## src/rtl/pulse_param_bank.sv

```systemverilog
// Double-buffered duration bank feeding PulseController: host writes land in a shadow bank and are
// copied to the active bank atomically on commit. Optional readback port: define PULSE_PARAM_READBACK_EN.
module pulse_param_bank #(
  parameter logic [15:0] DEF_DUR            = 16'd100,
  parameter logic [15:0] MAX_DUR            = 16'hFFFF,
  parameter int          COMMIT_ON_BOUNDARY = 1
) (
  input  logic        clk_in,
  input  logic        reset,
  input  logic        wr_en,
  input  logic [3:0]  wr_addr,
  input  logic [31:0] wr_data,
  input  logic        commit_req,
  input  logic        seq_boundary,
  input  logic        sat_clr,
`ifdef PULSE_PARAM_READBACK_EN
  input  logic        rd_en,
  input  logic [3:0]  rd_addr,
  input  logic        rd_sel,
  output logic [31:0] rd_data,
  output logic        rd_valid,
`endif
  output logic        commit_pending,
  output logic        commit_done,
  output logic        sat_flag,
  output logic [31:0] pos1dur,
  output logic [31:0] pos1pausedur,
  output logic [31:0] pos2dur,
  output logic [31:0] pos2pausedur,
  output logic [31:0] pos3dur,
  output logic [31:0] pos3pausedur,
  output logic [31:0] pos4dur,
  output logic [31:0] pos4pausedur,
  output logic [31:0] neg1dur,
  output logic [31:0] neg1pausedur,
  output logic [31:0] neg2dur,
  output logic [31:0] neg2pausedur,
  output logic [31:0] neg3dur,
  output logic [31:0] neg3pausedur,
  output logic [31:0] neg4dur,
  output logic [31:0] neg4pausedur
);

  localparam logic [1:0] ST_IDLE    = 2'd0;
  localparam logic [1:0] ST_PENDING = 2'd1;
  localparam logic [1:0] ST_DONE    = 2'd2;

  logic [1:0]  r_state;
  logic [1:0]  w_state_nxt;
  logic        w_copy;
  logic        r_pending;
  logic        r_done;
  logic        r_sat;
  logic        w_sat_wr;
  logic [15:0] w_wr_val;
  logic [15:0] r_shadow [16];
  logic [15:0] r_active [16];

  function automatic logic [15:0] sat16(input logic [31:0] v);
    return (v > {16'd0, MAX_DUR}) ? MAX_DUR : v[15:0];
  endfunction

  assign w_wr_val = sat16(wr_data);
  assign w_sat_wr = wr_en && (wr_data > {16'd0, MAX_DUR});

  // Commit sequencing; w_copy marks the edge at which shadow is copied to active.
  always_comb begin
    w_state_nxt = r_state;
    w_copy      = 1'b0;
    case (r_state)
      ST_IDLE: begin
        if (commit_req) begin
          if ((COMMIT_ON_BOUNDARY != 0) && seq_boundary) begin
            w_copy      = 1'b1;
            w_state_nxt = ST_DONE;
          end else begin
            w_state_nxt = ST_PENDING;
          end
        end else begin
          w_state_nxt = ST_IDLE;
        end
      end
      ST_PENDING: begin
        if ((COMMIT_ON_BOUNDARY == 0) || seq_boundary) begin
          w_copy      = 1'b1;
          w_state_nxt = ST_DONE;
        end else begin
          w_state_nxt = ST_PENDING;
        end
      end
      ST_DONE: w_state_nxt = ST_IDLE;
      default: w_state_nxt = ST_IDLE;
    endcase
  end

  // State register plus registered status outputs decoded from the next state.
  always_ff @(posedge clk_in) begin
    if (reset) begin
      r_state   <= ST_IDLE;
      r_pending <= 1'b0;
      r_done    <= 1'b0;
    end else begin
      r_state   <= w_state_nxt;
      r_pending <= (w_state_nxt == ST_PENDING);
      r_done    <= (w_state_nxt == ST_DONE);
    end
  end

  // Shadow/active banks: a copy takes the pre-write shadow, a same-cycle write lands in shadow only.
  always_ff @(posedge clk_in) begin
    if (reset) begin
      for (int i = 0; i < 16; i++) begin
        r_shadow[i] <= DEF_DUR;
        r_active[i] <= DEF_DUR;
      end
    end else begin
      if (w_copy) begin
        for (int i = 0; i < 16; i++) begin
          r_active[i] <= r_shadow[i];
        end
      end
      if (wr_en) begin
        r_shadow[wr_addr] <= w_wr_val;
      end
    end
  end

  // Sticky saturation flag; a saturating write beats a clear in the same cycle.
  always_ff @(posedge clk_in) begin
    if (reset) begin
      r_sat <= 1'b0;
    end else if (w_sat_wr) begin
      r_sat <= 1'b1;
    end else if (sat_clr) begin
      r_sat <= 1'b0;
    end
  end

`ifdef PULSE_PARAM_READBACK_EN
  logic [31:0] r_rd_data;
  logic        r_rd_valid;

  // Registered readback of either bank; reads see the value before any same-cycle write.
  always_ff @(posedge clk_in) begin
    if (reset) begin
      r_rd_data  <= 32'd0;
      r_rd_valid <= 1'b0;
    end else begin
      r_rd_valid <= rd_en;
      if (rd_en) begin
        r_rd_data <= {16'd0, (rd_sel ? r_active[rd_addr] : r_shadow[rd_addr])};
      end
    end
  end

  assign rd_data  = r_rd_data;
  assign rd_valid = r_rd_valid;
`else
  // Readback path not built.
`endif

  assign commit_pending = r_pending;
  assign commit_done    = r_done;
  assign sat_flag       = r_sat;

  assign pos1dur      = {16'd0, r_active[0]};
  assign pos1pausedur = {16'd0, r_active[1]};
  assign pos2dur      = {16'd0, r_active[2]};
  assign pos2pausedur = {16'd0, r_active[3]};
  assign pos3dur      = {16'd0, r_active[4]};
  assign pos3pausedur = {16'd0, r_active[5]};
  assign pos4dur      = {16'd0, r_active[6]};
  assign pos4pausedur = {16'd0, r_active[7]};
  assign neg1dur      = {16'd0, r_active[8]};
  assign neg1pausedur = {16'd0, r_active[9]};
  assign neg2dur      = {16'd0, r_active[10]};
  assign neg2pausedur = {16'd0, r_active[11]};
  assign neg3dur      = {16'd0, r_active[12]};
  assign neg3pausedur = {16'd0, r_active[13]};
  assign neg4dur      = {16'd0, r_active[14]};
  assign neg4pausedur = {16'd0, r_active[15]};

endmodule

```

## config.mk

```make
export PLATFORM = sky130hd
export DESIGN_NAME = pulse_param_bank
export DESIGN_NICKNAME = d
export VERILOG_FILES = /design/src/rtl/pulse_param_bank.sv
export SDC_FILE = /design/constraint.sdc
export NUM_CORES = 1
export LEC_CHECK = 0
export ABC_AREA = 0
export CAP_MARGIN = 25
export CORE_AREA = 8 8 213 215
export CTS_CLUSTER_DIAMETER = 200
export DETAILED_ROUTE_END_ITERATION = 8
export DIE_AREA = 0 0 221 223
export DONT_BUFFER_PORTS = 1
export PLACE_DENSITY = 0.63
export SYNTH_ARGS = -nofsm -noshare
export SYNTH_HDL_FRONTEND = slang
export SYNTH_SLANG_ARGS = --single-unit
export TNS_END_PERCENT = 20
```

## constraint.sdc

```tcl
create_clock -name clk_in -period 36 [get_ports clk_in]
set_clock_uncertainty 0.2 [all_clocks]
set_input_delay 5.4 -clock clk_in [delete_from_list [all_inputs] [get_ports clk_in]]
set_output_delay 5.4 -clock clk_in [all_outputs]
set_load 0.01 [all_outputs]
```

# --- After elaboration in Yosys (flattened, before gate mapping) ---
# Memories as Yosys holds them, arrays and structs flattened.
# Cells that the tools add are included.
classes:
  n_reduce_logical: 4
  eq_ne: 3
  order_cmp: 1
  bitwise_logic: 16
  muxes: 36
op_table:
  columns: ["op", "count"]
  rows:
  - ["2-to-1 mux 16 bit", 18]
  - ["greater-than comparator 32 x 16 -> 1 bit, second input constant", 1]
  - ["bitwise OR 1 bit", 16]
  - ["OR reduction 16 bit", 1]
  - ["2-to-1 mux 1 bit", 13]
  - ["== test 2 x 1 -> 1 bit, second input constant", 2]
  - ["2-to-1 mux 2 bit", 2]
  - ["2-to-1 mux 4 bit", 1]
  - ["case mux 2 bit (2 select lines)", 1]
  - ["== test 2 bit, second input constant", 1]
  - ["logical NOT 2 bit", 1]
  - ["case mux 1 bit (2 select lines)", 1]
  - ["nonzero test 2 bit", 1]
  - ["logical AND 1 bit", 1]
word_totals:
  regBits: 5
  ram_bits: 512
  in_bits: 42
  output_inout_bits: 515
  n_memories: 2
  elab_cells: 66
mem_list:
  columns: ["memory", "depth", "word_bits", "read_ports", "rd_ports_with_merged_regs", "write_ports", "line", "rtl"]
  rows:
  - ["r_active", 16, 16, 16, 0, 16, "57", "logic [15:0] r_active [16];"]
  - ["r_shadow", 16, 16, 16, 0, 16, "56", "logic [15:0] r_shadow [16];"]

# --- Longest topological paths before layout ---
depth:
  ltp_word: 7
  depth_mapped: 6
  mapped_depth_nobuf: 3

# --- Worst setup path after synthesis ---
# OpenSTA, ideal clock, no wires.
synth_path:
  path_type: "input-to-reg"
  from: "in commit_req"
  to: "mem r_active[0][0], enable pin"
  stages: 2
  setup_ns: 0.927
  path_buffers: 0
  slack_ns: 17.595
  required_ns: 34.873
  t_arrival_ns: 17.277
  path_cell_list: "o21bai_1 o21bai_1"
synth_lines:
  columns: ["item", "line", "rtl"]
  rows:
  - ["from (decl)", "13", "input logic commit_req,"]
  - ["to (decl)", "57", null]

==> qor.yml <==
diodes: 0
fp.dieW_microns: 221
slew_violations: 0
dieArea_sq_um: 49300
place_congestion: 0.777
period_minus_slack_ps: 8240
relSlewSlack: 0.298
fin_nets: 1497
fmax_mhz: 121
grt_pass1_vias: 10644
final_cell_count_no_fill: 2037
num_rows: 76
final_antenna_net_count: 0
core-area_sq_um: 42300
critPathSlowestCell: "buf_4"
fillerInstances: 3412
cts_root_buf: "clkbuf_16"
tns_ps: 0
synth_area_leaders: "edfxtp_1, buf_4, a21oi_1"
portBuffers: 0
rsz0062_at_grt: "no"
syn_area_sq_um: 21200
wl_microns: 51100
drc: 0
async_flop_share: 0
cp.arrival_ps: 8240
synth_most_common_cell: "edfxtp_1"
crit_path_start_kind: "input pin"
hold_buffers: 0
worstMarginPinSlew_ps: 1050
clk_pin_slew_ps: 60
synth_cell_types: 27
drive_above_1_share: 0.0751
ios: 557
placed_cells: 1947
numCtsBuffers: 51
worst_ep_required_time_ps: 36000
dr_total_vias: 10674
criticalPathCategory: "input pin to flip-flop"
timing.final.ws_setup_ps: 27760
yosysSeqAreaShare: 0.730
start_util: 0.501
status: "finished, final reports clean"
post-place-ws_ps: 27140
dpl.hpwl_microns: 33500
p_leak_uw: 0.00829
timing_hold_violations_final: 0
synth_top_area_cell: "edfxtp_1"
grt_usage: 0.199
cts_num_sinks: 517
antenna_found_initial: 0
synthDominantCellAreaShare: 0.725
ir_drop_uv: 36.6
p_per_area_nw_per_um2: 58.1
setup_viol: 0
clk_latency_ps: 600
die_h_microns: 223
grt_pass1_wl_microns: 73300
grt_max_degree: 128
crit_fanout: 80
synth_edf_count: 512
synth_cells: 1474
wl_per_cell_microns: 25.1
cts_htree_levels: 2
vias_per_cell: 5.24
hp-class: "flip-flop to flip-flop"
synth_common_cells: "edfxtp_1, buf_4, a21oi_1"
finalCritPeriodShare: 0.229
drv_cap: 0
cp_common_cell: "buf_4"
post_cts_buffers: 0
synth.avg_cell_area_sq_um: 14.4
cts-resized-gates: 0
areaGrowthSynthToFinish_pct: 5.71
cts_tree: "yes"
drtIter0Drc: 1083
dr.pass1.iters: 6
end_kind: "flip-flop"
synth_seq_cells: 517
clk_path_buf_depth: 3
critPathMaxStageDelay_ps: 880
crit_chain: "o21bai_1, o21bai_4, buf_4, buf_4"
grt_overflow: 0
yosys_warnings: 0
ys.flop_type: "edfxtp_1"
==> final cells by class <==
class / count / area (sq um) / share of cell area
sequential: 517 / 15500 / 0.691
multi-input combinational: 849 / 4320 / 0.193
clock buffer: 63 / 1320 / 0.0590
tap: 546 / 683 / 0.0305
timing repair buffer: 22 / 285 / 0.0127
clock inverter: 26 / 270 / 0.0121
inverter: 14 / 52.6 / 0.00235
==> flip-flops by register name, summed over array words and instances (netlist names) <==
name and count:
r_active 256, r_shadow 256, r_state 2, commit_done 1
commit_pending 1, sat_flag 1
==> metal layers <==
layer	track usage	wire length (microns)	vias up
met3	0.0428	3120	70
li1	-	-	4648
met5	0	0	-
met2	0.339	25900	525
met1	0.252	20800	5431
met4	0.0611	1350	0
==> power breakdown <==
part | switching, uW | total [uW] | internal (uW)
clock network | 221 | 511 | 290
registers | 29.7 | 735 | 706
logic | 44.8 | 55.6 | 10.8
total | 296 | 1300 | 1010
==> cells in the final DEF (no fill, tap or decap), types with 10 or more instances in the layout <==
cell and instances:
clkbuf_1 12, nor2b_1 80, inv_1 14, buf_4 16, clkinv_1 10, edfxtp_1 512, clkbuf_16 51, nand3_1 52
or2_2 18, nand2_1 14, and2_1 130, conb_1 256, nor2_1 17, a21oi_1 208, nand2b_1 49
==> stage by stage <==
| step | hold WS [ps] | power [uW] | util | area, sq um |
|---|---|---|---|---|
| floorplan | 277 | 804 | - | 22200 |
| global placement | 282 | 800 | 0.488 | 20700 |
| detailed placement | 283 | 803 | 0.491 | 20800 |
| CTS | 300 | 1310 | 0.529 | 22400 |
| global route | 311 | 1340 | 0.530 | 22400 |
| finish | 294 | 1300 | 0.530 | 22400 |
==> worst max-delay path: cells and delay by family <==
family                 cells  cell delay, ps
buffers and inverters      2            1740
AOI/OAI and AO/OA          2             940
==> path summary, 6_finish.rpt <==
path / start / end / slack (ps) / cells after the start
worst max register to register: r_state[1] / r_active[0][159] / 32200 / 4
worst min register to register: r_shadow[5][2] / r_active[0][82] / 290 / 1
worst min-delay path: r_shadow[5][2] / r_active[0][82] / 290 / 1
worst max-delay path: commit_req / r_active[0][159] / 27760 / 4
==> cells by family (layout without fill, tap and decap cells) <==
kind of cell | Yosys count | in the layout | share of synthesized area
DFF | 517 | 517 | 0.730
other | 1 | 256 | 0.000177
and+or+nand+nor | 382 | 382 | 0.107
AOI/OAI and AO/OA | 211 | 211 | 0.0501
buffers and inverters | 363 | 125 | 0.113
Note: power is estimated with default switching activity, not from simulation.
